==> config.mk <==
export PLATFORM = sky130hd
export DESIGN_NAME = hazard_ctrl_flat
export DESIGN_NICKNAME = d
export VERILOG_FILES = /design/src/rtl/core_pkg.sv /design/src/rtl/hazard_ctrl_if.sv /design/src/rtl/hazard_sat_counter.sv /design/src/rtl/hazard_ctrl.sv /design/src/flat_wrapper.sv
export SDC_FILE = /design/constraint.sdc
export NUM_CORES = 1
export LEC_CHECK = 0
export ABC_AREA = 1
export CORE_MARGIN = 3
export CORE_UTILIZATION = 36
export DETAILED_ROUTE_END_ITERATION = 7
export PLACE_DENSITY = 0.61
export SYNTH_ARGS = -nofsm -noshare
export SYNTH_HDL_FRONTEND = slang
export SYNTH_SLANG_ARGS = --single-unit
==> constraint.sdc <==
create_clock -name clk -period 3.7 [get_ports clk]
set_input_delay 0.74 -clock clk [delete_from_list [all_inputs] [get_ports clk]]
set_output_delay 0.74 -clock clk [all_outputs]
set_load 0.02 [all_outputs]
==> src/rtl/core_pkg.sv <==
// Shared core definitions: ID opcodes, PC-source and sequencing-state encodings,
// and the bundle of pipeline-register controls produced by the hazard controller.
package core_pkg;

  localparam logic [6:0] OPC_LOAD   = 7'b0000011;
  localparam logic [6:0] OPC_STORE  = 7'b0100011;
  localparam logic [6:0] OPC_BRANCH = 7'b1100011;
  localparam logic [6:0] OPC_JAL    = 7'b1101111;
  localparam logic [6:0] OPC_JALR   = 7'b1100111;
  localparam logic [6:0] OPC_OP     = 7'b0110011;
  localparam logic [6:0] OPC_OP_IMM = 7'b0010011;

  localparam logic [1:0] PC_SEQ   = 2'b00;
  localparam logic [1:0] PC_JUMP  = 2'b01;
  localparam logic [1:0] PC_REDIR = 2'b10;

  typedef enum logic [1:0] {
    ST_RUN      = 2'b00,
    ST_MEM_WAIT = 2'b01,
    ST_HALT     = 2'b10
  } ctrl_state_t;

  typedef struct packed {
    logic       pc_write;
    logic [1:0] pc_src;
    logic       ifid_write;
    logic       idex_write;
    logic       exmem_write;
    logic       memwb_write;
    logic       ifid_flush;
    logic       idex_flush;
  } pipe_ctrl_t;

  // Everything held, nothing bubbled: used for reset, freeze and halt.
  localparam pipe_ctrl_t CTRL_IDLE = '{
    pc_write: 1'b0, pc_src: PC_SEQ, ifid_write: 1'b0, idex_write: 1'b0,
    exmem_write: 1'b0, memwb_write: 1'b0, ifid_flush: 1'b0, idex_flush: 1'b0};

  localparam pipe_ctrl_t CTRL_RUN = '{
    pc_write: 1'b1, pc_src: PC_SEQ, ifid_write: 1'b1, idex_write: 1'b1,
    exmem_write: 1'b1, memwb_write: 1'b1, ifid_flush: 1'b0, idex_flush: 1'b0};

endpackage

==> src/rtl/hazard_ctrl_if.sv <==
// Hazard-controller bus: pipeline status in, register enables / flushes / PC mux out.
interface hazard_ctrl_if #(
  parameter int CNT_W = 32
);
  logic [4:0]       id_rs1;
  logic [4:0]       id_rs2;
  logic             id_use_rs1;
  logic             id_use_rs2;
  logic             id_jump;
  logic [4:0]       ex_rd;
  logic             ex_mem_read;
  logic             ex_redirect;
  logic             mem_req;
  logic             mem_ready;
  logic             pc_write;
  logic [1:0]       pc_src;
  logic             ifid_write;
  logic             idex_write;
  logic             exmem_write;
  logic             memwb_write;
  logic             ifid_flush;
  logic             idex_flush;
  logic             mem_timeout;
  logic [1:0]       ctrl_state;
  logic [CNT_W-1:0] stall_cnt;
  logic [CNT_W-1:0] flush_cnt;

  modport master (
    output id_rs1, id_rs2, id_use_rs1, id_use_rs2, id_jump,
           ex_rd, ex_mem_read, ex_redirect, mem_req, mem_ready,
    input  pc_write, pc_src, ifid_write, idex_write, exmem_write, memwb_write,
           ifid_flush, idex_flush, mem_timeout, ctrl_state, stall_cnt, flush_cnt
  );

  modport slave (
    input  id_rs1, id_rs2, id_use_rs1, id_use_rs2, id_jump,
           ex_rd, ex_mem_read, ex_redirect, mem_req, mem_ready,
    output pc_write, pc_src, ifid_write, idex_write, exmem_write, memwb_write,
           ifid_flush, idex_flush, mem_timeout, ctrl_state, stall_cnt, flush_cnt
  );
endinterface

==> src/rtl/hazard_sat_counter.sv <==
// Saturating event counter: clears synchronously, sticks at all-ones.
module hazard_sat_counter #(
  parameter int CNT_W = 32
) (
  input  logic             clk,
  input  logic             i_clear,
  input  logic             i_inc,
  output logic [CNT_W-1:0] o_count
);
  logic [CNT_W-1:0] r_count;

  // count register: clear wins, then increment unless already saturated
  always_ff @(posedge clk) begin
    if (i_clear) begin
      r_count <= {CNT_W{1'b0}};
    end else if (i_inc && !(&r_count)) begin
      r_count <= r_count + {{(CNT_W-1){1'b0}}, 1'b1};
    end else begin
      r_count <= r_count;
    end
  end

  assign o_count = r_count;
endmodule

==> src/rtl/hazard_ctrl.sv <==
// Pipeline sequencing controller: load-use stalls, ID jumps, EX redirects and
// data-memory freeze with a timeout watchdog and stall/flush counters.
module hazard_ctrl
  import core_pkg::*;
#(
  parameter int MEM_TIMEOUT = 255,
  parameter int TO_W        = 8,
  parameter int CNT_W       = 32
) (
  input  logic          clk,
  input  logic          reset,
  hazard_ctrl_if.slave  bus
);
  localparam logic [TO_W-1:0] TO_LIMIT = TO_W'(MEM_TIMEOUT);
  localparam logic [TO_W-1:0] WAIT_ONE = {{(TO_W-1){1'b0}}, 1'b1};

  ctrl_state_t     r_state;
  ctrl_state_t     w_state_nxt;
  logic [TO_W-1:0] r_wait_cnt;
  logic [TO_W-1:0] w_wait_nxt;
  logic            r_timeout;
  logic            w_timeout_nxt;
  logic            w_freeze;
  logic            w_load_use;
  logic            w_flush_evt;
  pipe_ctrl_t      w_ctrl;

  assign w_load_use = bus.ex_mem_read && (bus.ex_rd != 5'd0) &&
                      ((bus.id_use_rs1 && (bus.id_rs1 == bus.ex_rd)) ||
                       (bus.id_use_rs2 && (bus.id_rs2 == bus.ex_rd)));

  // freeze: memory still busy; HALT counts as permanently frozen
  always_comb begin
    w_freeze = 1'b1;
    case (r_state)
      ST_RUN:      w_freeze = bus.mem_req && !bus.mem_ready;
      ST_MEM_WAIT: w_freeze = !bus.mem_ready;
      ST_HALT:     w_freeze = 1'b1;
      default:     w_freeze = 1'b1;
    endcase
  end

  // state register with wait counter and sticky watchdog flag
  always_ff @(posedge clk) begin
    if (reset) begin
      r_state    <= ST_RUN;
      r_wait_cnt <= {TO_W{1'b0}};
      r_timeout  <= 1'b0;
    end else begin
      r_state    <= w_state_nxt;
      r_wait_cnt <= w_wait_nxt;
      r_timeout  <= w_timeout_nxt;
    end
  end

  // next state: the wait counter is zero in RUN, so +1 also seeds the first wait cycle
  always_comb begin
    w_state_nxt   = r_state;
    w_wait_nxt    = r_wait_cnt;
    w_timeout_nxt = r_timeout;
    case (r_state)
      ST_RUN, ST_MEM_WAIT: begin
        if (w_freeze) begin
          w_wait_nxt = r_wait_cnt + WAIT_ONE;
          if (w_wait_nxt >= TO_LIMIT) begin
            w_state_nxt   = ST_HALT;
            w_timeout_nxt = 1'b1;
          end else begin
            w_state_nxt = ST_MEM_WAIT;
          end
        end else begin
          w_state_nxt = ST_RUN;
          w_wait_nxt  = {TO_W{1'b0}};
        end
      end
      ST_HALT: begin
        w_state_nxt = ST_HALT;
      end
      default: begin
        w_state_nxt = ST_RUN;
        w_wait_nxt  = {TO_W{1'b0}};
      end
    endcase
  end

  // outputs: redirect beats load-use, load-use beats a jump in the same cycle
  always_comb begin
    w_ctrl      = CTRL_IDLE;
    w_flush_evt = 1'b0;
    if (reset || w_freeze) begin
      w_ctrl = CTRL_IDLE;
    end else begin
      w_ctrl = CTRL_RUN;
      if (bus.ex_redirect) begin
        w_ctrl.pc_src     = PC_REDIR;
        w_ctrl.ifid_flush = 1'b1;
        w_ctrl.idex_flush = 1'b1;
        w_flush_evt       = 1'b1;
      end else if (w_load_use) begin
        w_ctrl.pc_write   = 1'b0;
        w_ctrl.ifid_write = 1'b0;
        w_ctrl.idex_flush = 1'b1;
      end else if (bus.id_jump) begin
        w_ctrl.pc_src     = PC_JUMP;
        w_ctrl.ifid_flush = 1'b1;
        w_flush_evt       = 1'b1;
      end else begin
        w_ctrl = CTRL_RUN;
      end
    end
  end

  assign bus.pc_write    = w_ctrl.pc_write;
  assign bus.pc_src      = w_ctrl.pc_src;
  assign bus.ifid_write  = w_ctrl.ifid_write;
  assign bus.idex_write  = w_ctrl.idex_write;
  assign bus.exmem_write = w_ctrl.exmem_write;
  assign bus.memwb_write = w_ctrl.memwb_write;
  assign bus.ifid_flush  = w_ctrl.ifid_flush;
  assign bus.idex_flush  = w_ctrl.idex_flush;
  assign bus.ctrl_state  = r_state;
  assign bus.mem_timeout = r_timeout;

  hazard_sat_counter #(.CNT_W(CNT_W)) u_stall_cnt (
    .clk     (clk),
    .i_clear (reset),
    .i_inc   (!w_ctrl.pc_write),
    .o_count (bus.stall_cnt)
  );

  hazard_sat_counter #(.CNT_W(CNT_W)) u_flush_cnt (
    .clk     (clk),
    .i_clear (reset),
    .i_inc   (w_flush_evt),
    .o_count (bus.flush_cnt)
  );
endmodule

==> src/flat_wrapper.sv <==
// flat-port wrapper written by rule: the top's interface ports become plain ports
module hazard_ctrl_flat import core_pkg::*;
#(
  parameter int MEM_TIMEOUT = 255,
  parameter int TO_W        = 8,
  parameter int CNT_W       = 32
)
  (clk, reset, bus_id_rs1, bus_id_rs2, bus_id_use_rs1, bus_id_use_rs2, bus_id_jump, bus_ex_rd, bus_ex_mem_read, bus_ex_redirect, bus_mem_req, bus_mem_ready, bus_pc_write, bus_pc_src, bus_ifid_write, bus_idex_write, bus_exmem_write, bus_memwb_write, bus_ifid_flush, bus_idex_flush, bus_mem_timeout, bus_ctrl_state, bus_stall_cnt, bus_flush_cnt);
  hazard_ctrl_if #(.CNT_W(CNT_W)) bus_i ();
  input  logic clk;
  input  logic reset;
  input wire logic [$bits(bus_i.id_rs1)-1:0] bus_id_rs1;
  input wire logic [$bits(bus_i.id_rs2)-1:0] bus_id_rs2;
  input wire logic [$bits(bus_i.id_use_rs1)-1:0] bus_id_use_rs1;
  input wire logic [$bits(bus_i.id_use_rs2)-1:0] bus_id_use_rs2;
  input wire logic [$bits(bus_i.id_jump)-1:0] bus_id_jump;
  input wire logic [$bits(bus_i.ex_rd)-1:0] bus_ex_rd;
  input wire logic [$bits(bus_i.ex_mem_read)-1:0] bus_ex_mem_read;
  input wire logic [$bits(bus_i.ex_redirect)-1:0] bus_ex_redirect;
  input wire logic [$bits(bus_i.mem_req)-1:0] bus_mem_req;
  input wire logic [$bits(bus_i.mem_ready)-1:0] bus_mem_ready;
  output wire logic [$bits(bus_i.pc_write)-1:0] bus_pc_write;
  output wire logic [$bits(bus_i.pc_src)-1:0] bus_pc_src;
  output wire logic [$bits(bus_i.ifid_write)-1:0] bus_ifid_write;
  output wire logic [$bits(bus_i.idex_write)-1:0] bus_idex_write;
  output wire logic [$bits(bus_i.exmem_write)-1:0] bus_exmem_write;
  output wire logic [$bits(bus_i.memwb_write)-1:0] bus_memwb_write;
  output wire logic [$bits(bus_i.ifid_flush)-1:0] bus_ifid_flush;
  output wire logic [$bits(bus_i.idex_flush)-1:0] bus_idex_flush;
  output wire logic [$bits(bus_i.mem_timeout)-1:0] bus_mem_timeout;
  output wire logic [$bits(bus_i.ctrl_state)-1:0] bus_ctrl_state;
  output wire logic [$bits(bus_i.stall_cnt)-1:0] bus_stall_cnt;
  output wire logic [$bits(bus_i.flush_cnt)-1:0] bus_flush_cnt;
  assign bus_i.id_rs1 = bus_id_rs1;
  assign bus_i.id_rs2 = bus_id_rs2;
  assign bus_i.id_use_rs1 = bus_id_use_rs1;
  assign bus_i.id_use_rs2 = bus_id_use_rs2;
  assign bus_i.id_jump = bus_id_jump;
  assign bus_i.ex_rd = bus_ex_rd;
  assign bus_i.ex_mem_read = bus_ex_mem_read;
  assign bus_i.ex_redirect = bus_ex_redirect;
  assign bus_i.mem_req = bus_mem_req;
  assign bus_i.mem_ready = bus_mem_ready;
  assign bus_pc_write = bus_i.pc_write;
  assign bus_pc_src = bus_i.pc_src;
  assign bus_ifid_write = bus_i.ifid_write;
  assign bus_idex_write = bus_i.idex_write;
  assign bus_exmem_write = bus_i.exmem_write;
  assign bus_memwb_write = bus_i.memwb_write;
  assign bus_ifid_flush = bus_i.ifid_flush;
  assign bus_idex_flush = bus_i.idex_flush;
  assign bus_mem_timeout = bus_i.mem_timeout;
  assign bus_ctrl_state = bus_i.ctrl_state;
  assign bus_stall_cnt = bus_i.stall_cnt;
  assign bus_flush_cnt = bus_i.flush_cnt;
  hazard_ctrl #(.MEM_TIMEOUT(MEM_TIMEOUT), .TO_W(TO_W), .CNT_W(CNT_W)) u_core (.clk(clk), .reset(reset), .bus(bus_i));
endmodule
==> impl_metrics.toml, run 1 <==
[synth]
syn_area_per_cell_um2 = 6.34
ys_seq_elements = 75
synth_area_um2 = 5160
ys.flop_type = "dfxtp_1"
synthTopCellsByCount = "nand2_1 (235), nor2_1 (103), nand3_1 (94)"
yosys.area.top_type = "dfxtp_1"
syn_inst = 814
syn-num-nets = 842
synth.area.top_cells = "dfxtp_1 (29%), nand2_1 (17%), nand3_1 (9.1%)"
yosysUniqueCellTypes = 32
async_flop_share_pct = 0
yosysSeqAreaShare_pct = 29.1
yosysMostFrequentCell = "nand2_1"
yosys_warnings = 0
synth_edf_count = 0
synth_top_area_share_pct = 29.1

[final_layout]
antenna_cells = 0
stdcell_count = 1084
drive_gt1_share_pct = 8.85
syn_to_final_growth_pct = 27.7
final_nets = 927

[die]
die_h_um = 126
die_x_um = 126
dieArea_um2 = 15800
initial_utilization_pct = 37.0
core.rowCount = 43
io_pins = 100
core_area_um2 = 13900

[sta]
finalSetupViolCount = 0
skew_ns = 0.00602
drv_slew = 0
rsz0062_at_grt = "no"
whs_ns = 0.487
slew_headroom_pct = 49.6
period_minus_slack_ns = 3.28
setup_ws_ns = 0.420
finalSetupTns_ns = 0
post-route-period-util_pct = 88.7
hold_viol = 0
worst_pin_slew_ns = 0.755
fmax_mhz = 305

[critical_path]
crit_chain = "clkdlybuf4s50_1 > inv_1 > nand2_1 > nand2_1 > nor2_1 > nand3_1 > nand2_1 > nand2_1 > a21oi_1 > clkdlybuf4s50_1"
cp.required_ns = 2.96
cp_slowest_cell = "clkdlybuf4s50_1"
startpoint_type = "primary input"
arrival_ns = 2.54
endpoint_kind = "output port"
worst_path_largest_cell_delay_ns = 0.63
crit_type = "in -> out"
crit_top_cell = "nand2_1"
critPathMaxFanout = 4

[placed_design]
portBuffers = 99
placed_cells = 1068
gp_congestion = 0.912
preCtsSetupSlack_ns = 0.390
hpwlAfterDp_mm = 10.7

[route]
vias_per_cell = 4.91
drtIter0Drc = 386
first_pass_iters = 4
drc = 0
drt-total-wl_mm = 14.7
wire_per_inst_um = 13.5
via_count = 5321
postRouteAntennaNets = 0

[global_route]
grt_pass1_wl_mm = 25.1
antenna_found_initial = 0
grt_usage_pct = 19.1
grt_max_degree = 58
grt_pass1_vias = 5137
grt.overflow.total = 0

[cts]
h-tree-depth = 3
cts_root_buf = "clkbuf_16"
clk_path_buf_depth = 2
cts-buffers-inserted = 9
ctsHoldBuffers = 0
postCtsSetupBuffers = 0
cts_tree = "built"
insertion_delay_ns = 0.35
clk_pin_slew_worst_paths_ns = 0.06
numClockSinks = 75
ctsResizeCount = 0

[job]
maxCapViolations = 0

[power_and_ir_drop]
ir_drop_mv = 0.249
p_per_area_nw_per_um2 = 322
leakage_nw = 2.40

[outcome]
outcome = "finished clean"

[worst_hold_path]
hp-class = "reg -> reg"
placed cells by master (no fill, tap or decap), drive strengths merged:
cell,netlist,routed
o21ai,10,10
inv,76,76
a21oi,65,65
clkinv,1,1
nand3,96,96
o22ai,4,4
ha,4,4
nor3,16,16
xor2,25,25
nand2,259,259
and2,1,1
clkbuf,11,12
bufinv,0,4
dfxtp,75,75
nor4,1,1
nor2,107,107
buf,19,6
nand4,18,18
nand3b,15,15
clkdlybuf4s50,0,98
xnor2,11,11
logic make-up (layout without fill, tap and decap cells):
logic type	after synthesis	after routing	synth area share [%]
XOR/XNOR	36	36	6.11
AO/OA/AOI/OAI	79	79	9.22
buffers and inverters	107	197	9.39
adder cells (fa/ha/maj)	4	4	0.970
AND/OR/NAND/NOR	513	513	45.2
flip-flops	75	75	29.1
worst max-delay path: cells and delay by family:
kind	cells	cell delay [ns]
buffers and inverters	3	1.23
AO/OA/AOI/OAI	1	0.13
AND/OR/NAND/NOR	6	0.45
final cells by class:
type / instances / area (µm²)
Sequential cell: 75 / 1500
Inverter: 77 / 289
Fill cell: 1416 / 7350
Clock inverter: 4 / 120
Clock buffer: 12 / 256
Multi-Input combinational cell: 632 / 3170
Tap cell: 180 / 225
Timing Repair Buffer: 104 / 1020
layer usage:
layer / up-vias / global-route usage, % / share of wire [%]
li1: 2784 / - / -
met5: - / 0 / 0
met2: 100 / 32.1 / 48
met4: 0 / 5.29 / 1.3
met1: 2424 / 24.7 / 46
met3: 13 / 4.33 / 4.6
through the flow:
stage	total power, mW	utilization, %	area [µm²]
after floorplan	0.951	-	5160
after global placement	1.02	44.6	6210
after detailed placement	1.02	44.6	6210
after CTS	2.15	47.3	6590
after global routing	2.19	47.3	6590
final	2.12	47.3	6590
where the power goes:
part	switching, mW	internal [mW]	total [mW]	leakage [nW]
sequential	0.00983	0.814	0.824	0.605
combinational	0.107	0.0651	0.172	1.61
clock	0.359	0.765	1.12	0.183
sequential cells by signal, indices dropped and copies added, names as in the netlist:
register / cells
u_core.u_stall_cnt.o_count: 32
u_core.bus.mem_timeout: 1
u_core.u_flush_cnt.o_count: 32
u_core.bus.ctrl_state: 2
u_core.r_wait_cnt: 8
path summary, 6_finish.rpt:
kind / start / endpoint / slack (ns) / cells past startpoint
min: u_core.bus.mem_timeout / u_core.bus.mem_timeout / 0.49 / 2
min reg2reg: u_core.bus.mem_timeout / u_core.bus.mem_timeout / 0.49 / 2
max reg2reg: u_core.u_flush_cnt.o_count[0] / u_core.u_flush_cnt.o_count[16] / 1.21 / 9
max: bus_ex_rd[4] / bus_idex_flush / 0.42 / 10
Note: power is estimated with default switching activity, not from simulation.
==> run 2: changes to the inputs <==
--- a/config.mk
+++ b/config.mk
@@ -10,6 +10,7 @@
 export CORE_UTILIZATION = 36
 export DETAILED_ROUTE_END_ITERATION = 7
 export PLACE_DENSITY = 0.61
+export SLEW_MARGIN = 20
 export SYNTH_ARGS = -nofsm -noshare
 export SYNTH_HDL_FRONTEND = slang
 export SYNTH_SLANG_ARGS = --single-unit
==> results of run 2 <==
The final DEF is identical to that of run 1; final timing and power are the same.
